**config.mk**
```make
export PLATFORM = sky130hd
export DESIGN_NAME = mna_resp_tx_vc
export DESIGN_NICKNAME = d
export VERILOG_FILES = /design/src/rtl/mna_resp_tx_vc.sv
export SDC_FILE = /design/constraint.sdc
export NUM_CORES = 1
export LEC_CHECK = 0
export CAP_MARGIN = 40
export CORE_AREA = 5 5 139 141
export DETAILED_ROUTE_END_ITERATION = 8
export DIE_AREA = 0 0 144 146
export PLACE_DENSITY = 0.85
export SLEW_MARGIN = 0
export SYNTH_ARGS = -nofsm -noshare
export SYNTH_HDL_FRONTEND = slang
export SYNTH_HIERARCHICAL = 1
export SYNTH_SLANG_ARGS = --single-unit
```
**constraint.sdc**
```tcl
create_clock -name ACLK -period 4.3 [get_ports ACLK]
set_input_delay 1.075 -clock ACLK [delete_from_list [all_inputs] [get_ports ACLK]]
set_output_delay 1.075 -clock ACLK [all_outputs]
set_load 0.01 [all_outputs]
```
**src/rtl/mna_resp_tx_vc.sv**
```systemverilog
// Master NoC adapter response path: reassembles two-flit responses from NUM_VC
// virtual channels and replays them on AXI4-Lite R and B channels.

module mna_resp_fifo #(
  parameter int unsigned W     = 2,
  parameter int unsigned DEPTH = 4,
  parameter int unsigned PTR_W = 2
) (
  input  logic         clk,
  input  logic         rst_n,
  input  logic         push,
  input  logic [W-1:0] push_data,
  input  logic         ready,
  output logic         valid,
  output logic [W-1:0] data,
  output logic         space_next_c
);

  localparam int unsigned CNT_W = PTR_W + 1;

  logic [W-1:0]     mem [DEPTH];
  logic [PTR_W-1:0] wr_ptr;
  logic [PTR_W-1:0] rd_ptr;
  logic [PTR_W-1:0] rd_ptr_n;
  logic [CNT_W-1:0] cnt;
  logic [CNT_W-1:0] cnt_n;
  logic [CNT_W-1:0] left;
  logic             pop;
  logic [W-1:0]     head_n;

  // Occupancy includes the entry presented on the output register; an empty
  // FIFO bypasses the pushed word straight to the output for one-cycle latency.
  always_comb begin
    pop          = valid && ready;
    left         = cnt - CNT_W'(pop);
    cnt_n        = left + CNT_W'(push);
    rd_ptr_n     = rd_ptr + PTR_W'(pop);
    head_n       = (left == '0) ? push_data : mem[rd_ptr_n];
    space_next_c = cnt_n < CNT_W'(DEPTH);
  end

  always_ff @(posedge clk) begin
    if (push) begin
      mem[wr_ptr] <= push_data;
    end
  end

  always_ff @(posedge clk or negedge rst_n) begin
    if (!rst_n) begin
      wr_ptr <= '0;
      rd_ptr <= '0;
      cnt    <= '0;
      valid  <= 1'b0;
      data   <= '0;
    end else begin
      wr_ptr <= wr_ptr + PTR_W'(push);
      rd_ptr <= rd_ptr_n;
      cnt    <= cnt_n;
      valid  <= (cnt_n != '0);
      if (cnt_n != '0) begin
        data <= head_n;
      end
    end
  end

endmodule

module mna_resp_tx_vc #(
  parameter int unsigned DATA_W     = 32,
  parameter int unsigned NUM_VC     = 8,
  parameter int unsigned VC_W       = 3,
  parameter int unsigned FIFO_DEPTH = 4,
  parameter int unsigned PTR_W      = 2
) (
  input  logic              ACLK,
  input  logic              ARESETn,
  input  logic              is_valid,
  input  logic [VC_W-1:0]   vc_id,
  input  logic              read,
  input  logic [DATA_W-1:0] ubdata,
  output logic [NUM_VC-1:0] is_allocatable,
  output logic [NUM_VC-1:0] is_on_off,
  output logic [DATA_W-1:0] rdata,
  output logic [1:0]        rresp,
  output logic              rvalid,
  input  logic              rready,
  output logic [1:0]        bresp,
  output logic              bvalid,
  input  logic              bready,
  output logic              proto_err
);

  localparam int unsigned RW = DATA_W + 2;

  localparam logic [0:0] ST_IDLE = 1'b0;
  localparam logic [0:0] ST_DATA = 1'b1;

  logic [0:0]        state;
  logic [0:0]        state_n;
  logic [VC_W-1:0]   owner;
  logic [VC_W-1:0]   owner_n;
  logic              is_rd;
  logic              is_rd_n;
  logic [1:0]        code;
  logic [1:0]        code_n;
  logic              accept;
  logic              drop;
  logic              r_push;
  logic              b_push;
  logic              r_space_n;
  logic              b_space_n;
  logic [RW-1:0]     r_data;
  logic [NUM_VC-1:0] on_off_n;
  logic [NUM_VC-1:0] alloc_n;

  always_comb begin
    accept = is_valid && is_on_off[vc_id];
    drop   = is_valid && !is_on_off[vc_id];
  end

  // Packet reassembly: header latches owner/kind/code, payload commits the response.
  always_comb begin
    state_n = state;
    owner_n = owner;
    is_rd_n = is_rd;
    code_n  = code;
    r_push  = 1'b0;
    b_push  = 1'b0;
    case (state)
      ST_IDLE: begin
        if (accept) begin
          owner_n = vc_id;
          is_rd_n = read;
          code_n  = ubdata[1:0];
          state_n = ST_DATA;
        end
      end
      ST_DATA: begin
        if (accept) begin
          r_push  = is_rd;
          b_push  = !is_rd;
          state_n = ST_IDLE;
        end
      end
      default: state_n = ST_IDLE;
    endcase
  end

  always_ff @(posedge ACLK or negedge ARESETn) begin
    if (!ARESETn) begin
      state <= ST_IDLE;
      owner <= '0;
      is_rd <= 1'b0;
      code  <= '0;
    end else begin
      state <= state_n;
      owner <= owner_n;
      is_rd <= is_rd_n;
      code  <= code_n;
    end
  end

  mna_resp_fifo #(
    .W     (RW),
    .DEPTH (FIFO_DEPTH),
    .PTR_W (PTR_W)
  ) u_rfifo (
    .clk          (ACLK),
    .rst_n        (ARESETn),
    .push         (r_push),
    .push_data    ({ubdata, code}),
    .ready        (rready),
    .valid        (rvalid),
    .data         (r_data),
    .space_next_c (r_space_n)
  );

  mna_resp_fifo #(
    .W     (2),
    .DEPTH (FIFO_DEPTH),
    .PTR_W (PTR_W)
  ) u_bfifo (
    .clk          (ACLK),
    .rst_n        (ARESETn),
    .push         (b_push),
    .push_data    (code),
    .ready        (bready),
    .valid        (bvalid),
    .data         (bresp),
    .space_next_c (b_space_n)
  );

  always_comb begin
    rdata = r_data[RW-1:2];
    rresp = r_data[1:0];
  end

  // Flow-control masks are registered from next-cycle state so they match the
  // state and occupancy seen in the cycle they are presented.
  always_comb begin
    on_off_n = '0;
    alloc_n  = '0;
    if (state_n == ST_IDLE) begin
      if (r_space_n && b_space_n) begin
        on_off_n = '1;
        alloc_n  = '1;
      end
    end else begin
      on_off_n = NUM_VC'(1) << owner_n;
    end
  end

  // proto_err pulses in the cycle after the dropped flit.
  always_ff @(posedge ACLK or negedge ARESETn) begin
    if (!ARESETn) begin
      is_on_off      <= '0;
      is_allocatable <= '0;
      proto_err      <= 1'b0;
    end else begin
      is_on_off      <= on_off_n;
      is_allocatable <= alloc_n;
      proto_err      <= drop;
    end
  end

endmodule

```
==> metrics.md <==
| Metric | Value |
|---|---|
| I/O pins | `96` |
| DIE WIDTH | `144 um` |
| Routed length per instance | `20.7 um` |
| Syn_nets | `approximately 580` |
| CTS tree | `built` |
| Min-delay worst type | `in2async` |
| # hold bufs at CTS | `0` |
| Post-synthesis xor/xnor area fraction | `0.0118` |
| Worst setup SP type | `primary input` |
| Synth Area in Simple Gates | `0.0748` |
| Number of remaining DRC errors | `0` |
| Leading cell type in the layout, fill and taps excluded | `edfxtp_1` |
| Core ar. | `0.0178 mm^2` |
| Congestion Overflow GR | `0` |
| Slew Viols, Final | `0` |
| Worst setup path class | `in2reg` |
| Vias per inst | `~5.6` |
| Clock Skew | `approximately 0.013 ns` |
| Crit. Startpoint | `vc_id[0]` |
| Starting DRT DRC Count | `approximately 300` |
| Leakage power | `between 3 and 4 nW` |
| FP Rows | `between 40 and 50` |
| Adder-cell share of the synthesized area | `0.0172` |
| GRT Overall Usage | `0.174` |
| Post-cts resize count | `0` |
| Power per Cell Area | `between 700 and 800 mW/mm^2` |
| Pre-CTS setup slack | `-0.00284 ns` |
| Cell variety after synth | `a little under 50` |
| Final setup fails | `0` |
| Vias in the first global route | `roughly 5,300` |
| Fmax | `~260 MHz` |
| Post-layout min period | `around 3.9 ns` |
| Die height | `approximately 150 um` |
| Post-CTS Setup Inserts | `0` |
| CP cell instances | `clkdlybuf4s50_1 -> mux2i_1 -> a31oi_2 -> nand3_1 -> nor3_1 -> buf_4 -> ha_1 -> ha_1 -> xnor2_1 -> nand3_1 -> o221ai_1` |
| RSZ-0062 raised after global routing | `no` |
| Clock Latency Late Sink | `a little under 0.5 ns` |
| Largest family of logic cells by synthesized area | `multiplexers` |
| Measured slew at the worst slew-check pin | `approximately 0.58 ns` |
| Largest net degree at the start of global routing | `70` |
| Req. time, crit path | `roughly 4.7 ns` |
| # nets final | `675` |
| Number of flops mapped to enable cells by yosys | `~140` |
| Mapped cell area | `between 0.008 and 0.009 mm^2` |
| Mux contribution to synthesized area | `0.121` |
| Filler instances | `1,242` |
| Crit path max fanout | `11` |
| Initial antenna violation count | `1` |
| Slowest-stage cell, CP | `clkdlybuf4s50_1` |
| Pre-antenna DRT Iters | `4` |
| Post-DP HPWL | `roughly 11 mm` |
| Status | `completed` |
| Setup TNS Final | `0 ns` |
| Yosys reg bits | `around 210` |
| Worst Setup End Kind | `flop` |
| Die area | `0.0210 mm^2` |
| Layout Area Growth over Synthesis | `21.9%` |
| Layout cells sized above 1 | `0.137` |
| Post-synthesis sequential area ratio | `0.694` |
| H-tree depth | `1` |
| Final worst setup slack | `~0.44 ns` |
| Mapped Cells | `~520` |
| Max Cap Viol | `0` |
| Routability cong. | `about 0.81` |
| Number of port buffers | `between 90 and 100` |
| Worst-path clk slew | `around 0.06 ns` |
| Avg Cell Area, Syn | `between 15 and 20 um^2` |
| Root Buffer | `clkbuf_16` |
| Synth warnings | `6` |
| Longest Clk Path Bufs | `3` |
| First-pass GRT wire length | `28.7 mm` |
| Endpoint arrival time on the critical path | `between 4 and 5 ns` |
| Final WL | `18.0 mm` |
| Fin crit share | `0.899` |
| Max-slew headroom | `0.615` |
| CTS Buf Count | `21` |
| Synth async-reset ratio | `0.324` |
| Synth Area in Compound Gates | `0.0487` |
| Register area | `0.00605 mm^2` |
| Worst R2R Start | `is_on_off[6]` |
| Starting density of the core | `0.489` |
| Total design power | `approximately 7.7 mW` |
| Worst-case vdd ir drop | `approximately 0.37 mV` |
| CTS sink count | `roughly 210` |
| Routed Antenna Nets | `0` |
| Multi-input logic area | `roughly 0.0024 mm^2` |
| Via count | `about 5,000` |
| Top_reg_cell synth | `edfxtp_1` |
| CP max stage delay | `about 0.75 ns` |
| Hold Violations, Final | `0` |
| Leading cell types in the layout, fill and taps excluded | `edfxtp_1, clkdlybuf4s50_1, nand2_1, dfrtp_1, nor2_1` |
-- through the flow --
stage,utilization,std cells,hold slack (ns),area (um^2)
finish,0.596,866,0.415,10600
CTS,0.596,865,0.409,10600
detailed placement,0.557,828,0.487,9940
global placement,0.556,827,0.477,9910
floorplan,-,523,0.458,8720
global route,0.596,866,0.416,10600
-- cells by family after synthesis --
logic type	after synthesis
mux	49
compound gates	49
buf+inv	46
xor+xnor	8
simple gates	146
fa+ha+maj	12
flops	213
-- report_power, final --
part,internal [mW],switching [mW]
combinational,1.49,1.51
sequential,2.64,0.256
clock,1.09,0.720
total,5.22,2.49
-- final timing paths --
| path | end | slack [ns] | cells past startpoint |
|---|---|---|---|
| setup reg to reg | is_on_off[1] | 1.50 | 10 |
| hold reg to reg | u_bfifo/rd_ptr[1] | 0.50 | 1 |
| max in group asynchronous | is_on_off[4] | 3.30 | 2 |
| min in group ACLK | u_bfifo/rd_ptr[1] | 0.50 | 1 |
| setup / recovery | is_on_off[1] | 0.44 | 11 |
| hold / removal | u_rfifo/data[11] | 0.42 | 1 |
-- final cells by class --
cell class	instances	share of cell area
Timing Repair Buffer	107	0.107
Multi-Input combinational cell	264	0.227
Clock inverter	6	0.00777
Antenna cell	1	0.000235
Clock buffer	31	0.0567
Tap cell	229	0.0270
Inverter	15	0.00530
Sequential cell	213	0.569
-- synth_stat cells, types with 10 or more instances --
master,instances,area [um^2]
dfrtp_1,69,1730
a31oi_1,25,156
buf_4,10,75.1
mux4_2,12,270
a31oi_2,11,138
inv_1,14,52.6
edfxtp_1,144,4320
buf_2,11,55.1
mux4_1,24,631
nand2_1,74,278
nor2_1,41,154
ha_1,12,150
-- layer usage --
metal	track usage	share of wire	vias to the layer above
li1	-	-	2191
met1	0.230	0.40	2450
met2	0.293	0.51	196
met3	0.0309	0.065	33
met4	0.0537	0.020	0
met5	0	0	-
-- sequential cells by signal, indices dropped and copies added (netlist names), 2 cells and up --
| name | count |
|---|---|
| u_bfifo/data | 2 |
| u_rfifo/data | 34 |
| owner | 3 |
| u_bfifo/rd_ptr | 2 |
| u_rfifo/mem | 136 |
| u_bfifo/mem | 8 |
| u_rfifo/cnt | 3 |
| u_rfifo/rd_ptr | 2 |
| u_bfifo/cnt | 3 |
| is_on_off | 8 |
| code | 2 |
| u_rfifo/wr_ptr | 2 |
| u_bfifo/wr_ptr | 2 |
-- worst max-delay path, delay by kind of cell --
family | cells | cell delay [ns]
AO/OA/AOI/OAI | 2 | 0.42
buffers and inverters | 2 | 0.90
AND/OR/NAND/NOR | 3 | 0.70
adder cells (fa/ha/maj) | 2 | 0.38
XOR/XNOR | 1 | 0.42
multiplexers | 1 | 0.34
Power figures use the tool's default switching activity.
